`config.mk`:
```
export PLATFORM = sky130hd
export DESIGN_NAME = bkram_sd_sequencer
export DESIGN_NICKNAME = d
export VERILOG_FILES = /design/src/rtl/bkram_sd_sequencer.sv
export SDC_FILE = /design/constraint.sdc
export NUM_CORES = 1
export LEC_CHECK = 0
export CORE_ASPECT_RATIO = 0.6
export CORE_MARGIN = 2
export CORE_UTILIZATION = 35
export CTS_BUF_LIST = sky130_fd_sc_hd__clkbuf_4
export CTS_CLUSTER_SIZE = 30
export DETAILED_ROUTE_END_ITERATION = 8
export SKIP_CTS_REPAIR_TIMING = 1
export SYNTH_ARGS = -nofsm -noshare
export SYNTH_HDL_FRONTEND = slang
export SYNTH_SLANG_ARGS = --single-unit
```
`constraint.sdc`:
```
create_clock -name clk_sys -period 6.8 [get_ports clk_sys]
set_input_delay 1.7 -clock clk_sys [delete_from_list [all_inputs] [get_ports clk_sys]]
set_output_delay 1.7 -clock clk_sys [all_outputs]
set_load 0.02 [all_outputs]
```
`src/rtl/bkram_sd_sequencer.sv`:
```
// bkram_sd_sequencer
//
// Moves backup-RAM contents to and from the HPS save image one 512-byte
// sector at a time over the sd_rd/sd_wr/sd_ack handshake. It also runs the
// format sequence, which writes the four default header words into the
// backup RAM, and it arbitrates backup RAM port B between the SD buffer path
// and the format writer.
//
// Ports:
//   clk_sys, reset_n          clock, asynchronous active-low reset
//   enable                    image mounted/writable; gates load/save starts
//   load_req/save_req         OSD levels; a rising edge starts a transfer
//   format_req                OSD level; a rising edge starts a format
//   slot                      save slot, sampled when a transfer starts
//   sd_ack                    hps_io sector acknowledge
//   sd_lba, sd_rd, sd_wr      sector request to hps_io
//   busy, loading             activity LED / core hold-in-reset
//   port_sel                  1: SD buffer owns RAM port B, 0: format writer
//   fmt_we/fmt_addr/fmt_data  format writer port
//   done, error               one-cycle completion / ack-timeout pulses
module bkram_sd_sequencer #(
  parameter int unsigned SECTORS   = 16,
  parameter int unsigned SLOT_BITS = 2,
  parameter int unsigned TO_BITS   = 20
) (
  input  logic                 clk_sys,
  input  logic                 reset_n,
  input  logic                 enable,
  input  logic                 load_req,
  input  logic                 save_req,
  input  logic                 format_req,
  input  logic [SLOT_BITS-1:0] slot,
  input  logic                 sd_ack,
  output logic [31:0]          sd_lba,
  output logic                 sd_rd,
  output logic                 sd_wr,
  output logic                 busy,
  output logic                 loading,
  output logic                 port_sel,
  output logic                 fmt_we,
  output logic [1:0]           fmt_addr,
  output logic [15:0]          fmt_data,
  output logic                 done,
  output logic                 error
);

  localparam logic [1:0] StIdle = 2'd0;
  localparam logic [1:0] StReq  = 2'd1;
  localparam logic [1:0] StXfer = 2'd2;
  localparam logic [1:0] StFmt  = 2'd3;

  localparam logic [3:0]         LastSector = 4'(SECTORS - 1);
  localparam logic [TO_BITS-1:0] ToMax      = {TO_BITS{1'b1}};

  logic [1:0]         state_q, state_d;
  logic [31:0]        lba_q, lba_d;
  logic               rd_q, rd_d;
  logic               wr_q, wr_d;
  logic               busy_q, busy_d;
  logic               loading_q, loading_d;
  logic               port_sel_q, port_sel_d;
  logic               fmt_we_q, fmt_we_d;
  logic [1:0]         fmt_addr_q, fmt_addr_d;
  logic [15:0]        fmt_data_q, fmt_data_d;
  logic               done_q, done_d;
  logic               error_q, error_d;
  logic               pending_q, pending_d;
  logic [TO_BITS-1:0] to_cnt_q, to_cnt_d;
  logic               load_prev_q, save_prev_q, fmt_prev_q, ack_prev_q;

  logic               load_edge, save_edge, fmt_edge, ack_rise, ack_fall;
  logic [TO_BITS-1:0] to_cnt_inc;
  logic [1:0]         fmt_addr_nxt;
  logic [15:0]        fmt_word_nxt;

  assign load_edge  = load_req & ~load_prev_q;
  assign save_edge  = save_req & ~save_prev_q;
  assign fmt_edge   = format_req & ~fmt_prev_q;
  assign ack_rise   = sd_ack & ~ack_prev_q;
  assign ack_fall   = ~sd_ack & ack_prev_q;
  assign to_cnt_inc = to_cnt_q + TO_BITS'(1);

  // Header word for the next format write.
  assign fmt_addr_nxt = fmt_addr_q + 2'd1;
  always_comb begin
    fmt_word_nxt = 16'h5548;
    unique case (fmt_addr_nxt)
      2'd0: fmt_word_nxt = 16'h5548;
      2'd1: fmt_word_nxt = 16'h4D42;
      2'd2: fmt_word_nxt = 16'h8800;
      2'd3: fmt_word_nxt = 16'h8010;
      default: fmt_word_nxt = 16'h5548;
    endcase
  end

  always_comb begin
    state_d    = state_q;
    lba_d      = lba_q;
    rd_d       = rd_q;
    wr_d       = wr_q;
    busy_d     = busy_q;
    loading_d  = loading_q;
    port_sel_d = port_sel_q;
    fmt_we_d   = fmt_we_q;
    fmt_addr_d = fmt_addr_q;
    fmt_data_d = fmt_data_q;
    done_d     = 1'b0;
    error_d    = 1'b0;
    pending_d  = pending_q;
    to_cnt_d   = to_cnt_q;

    unique case (state_q)
      StIdle: begin
        if (enable && (load_edge || save_edge)) begin
          // Load wins over a coincident save.
          lba_d     = 32'(slot) << 4;
          rd_d      = load_edge;
          wr_d      = ~load_edge;
          loading_d = load_edge;
          busy_d    = 1'b1;
          to_cnt_d  = '0;
          state_d   = StReq;
          // A format edge on the same cycle is kept for after the transfer.
          if (fmt_edge) pending_d = 1'b1;
        end else if (fmt_edge || pending_q) begin
          pending_d  = 1'b0;
          port_sel_d = 1'b0;
          busy_d     = 1'b1;
          fmt_we_d   = 1'b1;
          fmt_addr_d = 2'd0;
          fmt_data_d = 16'h5548;
          state_d    = StFmt;
        end
      end

      StReq: begin
        if (fmt_edge) pending_d = 1'b1;
        if (ack_rise) begin
          rd_d     = 1'b0;
          wr_d     = 1'b0;
          to_cnt_d = '0;
          state_d  = StXfer;
        end else if (to_cnt_inc == ToMax) begin
          rd_d      = 1'b0;
          wr_d      = 1'b0;
          busy_d    = 1'b0;
          loading_d = 1'b0;
          error_d   = 1'b1;
          to_cnt_d  = '0;
          state_d   = StIdle;
        end else begin
          to_cnt_d = to_cnt_inc;
        end
      end

      StXfer: begin
        if (fmt_edge) pending_d = 1'b1;
        if (ack_fall) begin
          if (lba_q[3:0] == LastSector) begin
            busy_d    = 1'b0;
            loading_d = 1'b0;
            done_d    = 1'b1;
            state_d   = StIdle;
          end else begin
            // Only the sector nibble advances; slot bits stay put.
            lba_d   = {lba_q[31:4], lba_q[3:0] + 4'd1};
            rd_d    = loading_q;
            wr_d    = ~loading_q;
            state_d = StReq;
          end
        end
      end

      StFmt: begin
        if (fmt_addr_q == 2'd3) begin
          fmt_we_d   = 1'b0;
          fmt_addr_d = 2'd0;
          fmt_data_d = 16'h0000;
          port_sel_d = 1'b1;
          busy_d     = 1'b0;
          state_d    = StIdle;
        end else begin
          fmt_addr_d = fmt_addr_nxt;
          fmt_data_d = fmt_word_nxt;
        end
      end

      default: state_d = StIdle;
    endcase
  end

  always_ff @(posedge clk_sys or negedge reset_n) begin
    if (!reset_n) begin
      state_q     <= StIdle;
      lba_q       <= '0;
      rd_q        <= 1'b0;
      wr_q        <= 1'b0;
      busy_q      <= 1'b0;
      loading_q   <= 1'b0;
      port_sel_q  <= 1'b1;
      fmt_we_q    <= 1'b0;
      fmt_addr_q  <= 2'd0;
      fmt_data_q  <= 16'h0000;
      done_q      <= 1'b0;
      error_q     <= 1'b0;
      pending_q   <= 1'b0;
      to_cnt_q    <= '0;
      // Requests read as "already high" so a level held through reset
      // cannot produce an edge on release.
      load_prev_q <= 1'b1;
      save_prev_q <= 1'b1;
      fmt_prev_q  <= 1'b1;
      ack_prev_q  <= 1'b0;
    end else begin
      state_q     <= state_d;
      lba_q       <= lba_d;
      rd_q        <= rd_d;
      wr_q        <= wr_d;
      busy_q      <= busy_d;
      loading_q   <= loading_d;
      port_sel_q  <= port_sel_d;
      fmt_we_q    <= fmt_we_d;
      fmt_addr_q  <= fmt_addr_d;
      fmt_data_q  <= fmt_data_d;
      done_q      <= done_d;
      error_q     <= error_d;
      pending_q   <= pending_d;
      to_cnt_q    <= to_cnt_d;
      load_prev_q <= load_req;
      save_prev_q <= save_req;
      fmt_prev_q  <= format_req;
      ack_prev_q  <= sd_ack;
    end
  end

  assign sd_lba   = lba_q;
  assign sd_rd    = rd_q;
  assign sd_wr    = wr_q;
  assign busy     = busy_q;
  assign loading  = loading_q;
  assign port_sel = port_sel_q;
  assign fmt_we   = fmt_we_q;
  assign fmt_addr = fmt_addr_q;
  assign fmt_data = fmt_data_q;
  assign done     = done_q;
  assign error    = error_q;

endmodule

```
Word-level counts from Yosys, hierarchy flattened
Index checks and enable logic that the tools add are counted.
{"block": "word_totals", "wordCells": 134, "regBits": 85, "inputBits": 9, "out_inout_bits": 58}
{"block": "classes", "n_mux": 58, "bitwise_logic": 13, "reduce_logical": 21, "add_sub_neg": 3, "eq_ne": 20}
{"operator": "$pmux W16 S4", "count": 1}
{"operator": "$pmux W32 S2", "count": 1}
{"operator": "$mux W20", "count": 3}
{"operator": "$mux W16", "count": 3}
{"operator": "$pmux W20 S2", "count": 1}
{"operator": "$mux W32", "count": 1}
{"operator": "$pmux W16 S2", "count": 1}
{"operator": "$mux W1", "count": 27}
{"operator": "$add A20 B1 Y20 const B", "count": 1}
{"operator": "$eq A20 B20 Y1 const B", "count": 1}
{"operator": "$mux W2", "count": 9}
{"operator": "$ne A2 B2 Y1 const B", "count": 9}
{"operator": "$reduce_and A4 Y1", "count": 3}
{"operator": "$reduce_and A6 Y1", "count": 2}
{"operator": "$eq A2 B2 Y1 const B", "count": 5}
{"operator": "$pmux W1 S3", "count": 3}
{"operator": "$mux W4", "count": 2}
{"operator": "$not A1 Y1", "count": 8}
{"operator": "$pmux W2 S4", "count": 1}
{"operator": "$reduce_bool A2 Y1", "count": 4}
{"operator": "$ne A3 B3 Y1 const B", "count": 2}
{"operator": "$pmux W1 S2", "count": 3}
{"operator": "$reduce_and A3 Y1", "count": 2}
{"operator": "$and A1 B1 Y1", "count": 5}
{"operator": "13 further kinds", "count": 17}

Depth between registers and ports, before layout
{"block": "depth", "depth_word": 6, "ltp_mapped": 9}

Worst setup path after synthesis
No wires, ideal clock.
{"block": "synth_path", "kind": "in2reg", "start": "in load_req", "end": "reg to_cnt_q[4]", "setup_ns": 0.120, "n_path_buf": 1, "required_ns": 6.680, "slack_ns": 3.637, "t_arrival_ns": 3.043, "stages": 7, "path_cell_list": "nor2b_1 > o21a_1 > a21oi_1 > clkbuf_1 > nor4_1 > a31oi_1 > nand2_1"}
{"block": "synth_via", "elab_chain_cells": 5}
{"element": "start: declaration", "line_no": "29", "text": "input logic load_req,"}
{"element": "$and A1 B1 Y1", "line_no": "76", "text": "assign load_edge = load_req & ~load_prev_q;"}
{"element": "$logic_or A1 B1 Y1", "line_no": "114", "text": "if (enable && (load_edge || save_edge)) begin"}
{"element": "$logic_and A1 B1 Y1", "line_no": "114"}
{"element": "$ne A2 B2 Y1 (no line)"}
{"element": "$reduce_and A2 Y1 (no line)"}
{"element": "end signal: assignment", "line_no": "228", "text": "to_cnt_q <= to_cnt_d;"}
{"element": "end: declaration", "line_no": "68", "text": "logic [TO_BITS-1:0] to_cnt_q, to_cnt_d;"}
No other way between the ends.
A chain may end at the register's enable or synchronous reset.

Final worst setup path
{"block": "layout_path", "start": "in load_req", "end": "reg fmt_data_q[11], in the netlist fmt_data[11]"}
{"block": "layout_via", "elab_chain_cells": 5}
{"element": "$and A1 B1 Y1", "line_no": "76"}
{"element": "$logic_or A1 B1 Y1", "line_no": "114"}
{"element": "$logic_and A1 B1 Y1", "line_no": "114"}
{"element": "$ne A2 B2 Y1 (no line)"}
{"element": "$reduce_and A3 Y1 (no line)"}
{"element": "end signal: assignment", "line_no": "224", "text": "fmt_data_q <= fmt_data_d;"}
{"element": "end: declaration", "line_no": "64", "text": "logic [15:0] fmt_data_q, fmt_data_d;"}
No other way between the ends.

==> flow_metrics.py <==
metrics = {
    "run_status": {
        "status": "finished, final reports clean",
    },
    "logic_synthesis": {
        "ys_async_sr_fraction_pct": 100.0,
        "ys_warn_count": 0,
        "ys_ff_latch": 48,
        "synth-compound-area-share_pct": 14.96,
        "synth_top_family_by_area": "simple AND/OR/NAND/NOR gates",
        "synth_xor_area_share_pct": 1.658,
        "synth_ff_type": "dfrtp_1",
        "synth_edf_count": 0,
        "synth.avg_cell_area_um2": 8.828,
        "synth_cell_types": 54,
        "seq_area_frac_synth_pct": 38.06,
        "syn_inst": 359,
        "yosys.area_share.simple_pct": 24.36,
        "synth_fa_ha_area_share_pct": 5.132,
        "syn_area_um2": 3169,
        "synth_mux_area_share_pct": 2.369,
    },
    "clock_network": {
        "cts.sinks": 48,
        "cts_tree": "built",
        "cts_buffers": 5,
        "clk_latency_ns": 0.39,
        "htreeDepth": 2,
        "clkTransAtPathRegs_ns": 0.16,
        "cts-root-buf": "clkbuf_4",
        "ctsLongestPathBuffers": 2,
    },
    "route": {
        "drt-pass1-iter-count": 5,
        "wl_per_cell_um": 15.00,
        "routed_wl_um": 7441,
        "ant_nets": 0,
        "dr_total_vias": 2564,
        "drc": 0,
        "via_per_inst": 5.169,
        "first_iter_violations": 201,
    },
    "critical_path": {
        "crit_path_end_kind": "register",
        "r2r_start": "to_cnt_q[1]$_DFFE_PN0P_",
        "arrival_ns": 3.72,
        "startpoint": "load_req",
        "start_kind": "input port",
        "critPathRequiredTime_ns": 7.07,
        "worstSetupPathType": "input port to register",
        "ff2ff_path_depth": 8,
        "path_max_fanout": 17,
    },
    "floorplanning": {
        "dieArea_um2": 9858,
        "core-area_um2": 8653,
        "start_util_pct": 36.63,
        "die_height_um": 77.71,
        "rows": 26,
        "die_width_um": 126.9,
        "num_io_pins": 67,
    },
    "grt": {
        "grt.total_usage_pct": 16.10,
        "grt_max_degree": 49,
        "grt-ovfl-total": 0,
        "grt_pass1_wl_um": 12470,
        "grt_pass1_vias": 2325,
        "antenna_found_initial": 0,
    },
    "cells_and_area": {
        "diodes": 0,
        "area_delta_synth_final_pct": 11.73,
        "layout_common_cells": "dfrtp_1, nand2_1, clkdlybuf4s50_1",
        "final_common_cell": "dfrtp_1",
        "multi_input_area_um2": 1657,
        "drive_gt1_share_pct": 7.031,
        "nets": 405,
        "nFillCells": 897,
        "ff_latch_area_um2": 1206,
        "instances_no_fill": 496,
    },
    "placed_design": {
        "dp_cells": 488,
        "dp_hpwl_um": 5586,
        "gp_congestion": 0.9102,
        "port-buffer-count": 34,
    },
    "worst_hold_path": {
        "whs_path_depth": 2,
        "hp-class": "register to register",
        "hp-start": "sd_lba[5]$_DFFE_PN0P_",
    },
    "timing": {
        "finalCriticalPeriod_ns": 3.442,
        "setup_violations": 0,
        "slew_violations": 0,
        "worst_pin_slew_ns": 1.025,
        "fmax_mhz": 290.5,
        "relSlewSlack_pct": 31.24,
        "fin_skew_ns": 0.02342,
        "rsz0062_at_grt": "no",
        "finalHoldViolations": 0,
        "period_share_pct": 50.62,
        "tns_ns": 0,
    },
    "pwr": {
        "power.density_nw_per_um2": 324.7,
        "ir_worst_vdd_v": 0.0002257,
        "p_leak_uw": 0.001515,
    },
    "run": {
        "drv_cap": 0,
    },
}
-- report_power, final --
part / switching [uW] / total [uW] / internal [uW]
clock network: 96.0 / 215 / 119
registers: 54.8 / 395 / 340
logic: 331 / 540 / 209
-- kinds of logic (layout without fill, tap and decap cells) --
| group | after synthesis | in the layout |
|---|---|---|
| flip-flops | 48 | 48 |
| adder cells (fa/ha/maj) | 13 | 13 |
| multiplexers | 7 | 7 |
| buffers and inverters | 72 | 66 |
| AND/OR/NAND/NOR | 141 | 141 |
| other | 1 | 32 |
| XOR/XNOR | 6 | 6 |
| AO/OA/AOI/OAI | 71 | 71 |
-- synthesized netlist by cell type, types with 2 or more instances --
cell type,count,share of area [%]
ha_1,13,5.1
mux2i_1,3,0.95
nand3_1,24,3.8
o22ai_1,7,1.4
xnor2_1,3,0.83
nand4_1,12,2.4
nor4_1,5,0.99
nor2_1,15,1.8
dfstp_2,4,3.3
a31oi_1,5,0.99
or2_2,2,0.39
clkbuf_1,7,0.83
o31ai_1,2,0.47
a22o_1,2,0.55
a22oi_1,2,0.47
and2_1,5,0.99
nand4_4,2,1.3
nand2b_1,6,1.2
inv_1,22,2.6
or3_1,2,0.39
and3_1,5,0.99
o311ai_0,3,0.83
dfrtp_1,44,35
nand2_1,43,5.1
nor2b_1,5,0.99
mux2_1,2,0.71
or4_1,4,0.95
o21a_1,2,0.47
a21oi_1,19,3.0
nor3_1,5,0.79
o21ai_0,17,2.7
mux2_2,2,0.71
buf_2,5,0.79
xor2_1,3,0.83
buf_4,37,8.8
a21o_1,2,0.47
-- cell type report --
type	instances	share of cell area [%]
Multi-Input combinational cell	270	46.78
Timing Repair Buffer	36	9.894
Inverter	22	2.332
Clock buffer	6	1.272
Clock inverter	2	1.696
Tap cell	112	3.958
Sequential cell	48	34.06
-- per-stage QoR --
stage	util [%]	setup slack [ns]	cell area [um^2]	hold slack [ns]	power [uW]
after floorplan	-	3.637	3286	0.4711	771.4
after global placement	39.71	2.992	3436	0.4715	931.3
after global routing	40.92	3.218	3541	0.5450	1238
final	40.92	3.358	3541	0.5105	1150
after detailed placement	39.71	2.982	3436	0.4807	937.9
after CTS	40.92	3.410	3541	0.5169	1157
-- sequential cells by signal (all words and copies together), names as in the netlist, 2 cells and up --
register and cells:
to_cnt_q 20, state_q 2, fmt_addr 2, sd_lba 6, fmt_data 5
-- per-layer routing --
| layer | up-vias | track usage [%] | share of wire (%) |
|---|---|---|---|
| met5 | - | 0 | 0 |
| met4 | 0 | 4.505 | 0.71 |
| met3 | 4 | 3.793 | 5.8 |
| met2 | 78 | 19.78 | 37 |
| met1 | 1235 | 26.72 | 56 |
| li1 | 1247 | - | - |
-- path summary, 6_finish.rpt --
| path | endpoint | slack [ns] |
|---|---|---|
| worst max-delay path | fmt_data[11]$_DFFE_PN0P_ | 3.36 |
| worst min-delay path | sd_lba[5]$_DFFE_PN0P_ | 0.51 |
| worst max register to register | to_cnt_q[8]$_DFFE_PN0P_ | 3.89 |
| worst min register to register | sd_lba[5]$_DFFE_PN0P_ | 0.51 |
| max in group asynchronous | to_cnt_q[2]$_DFFE_PN0P_ | 4.95 |
| min in group asynchronous | to_cnt_q[13]$_DFFE_PN0P_ | 1.38 |
-- critical path, stage by stage --
cell             delay [ns]
clkdlybuf4s50_1        0.42
nor2b_1                0.16
o21a_1                 0.27
nor2_1                 0.13
nand2_1                0.06
o21ai_1                0.56
mux2_2                 0.42
Power figures use the tool's default switching activity.
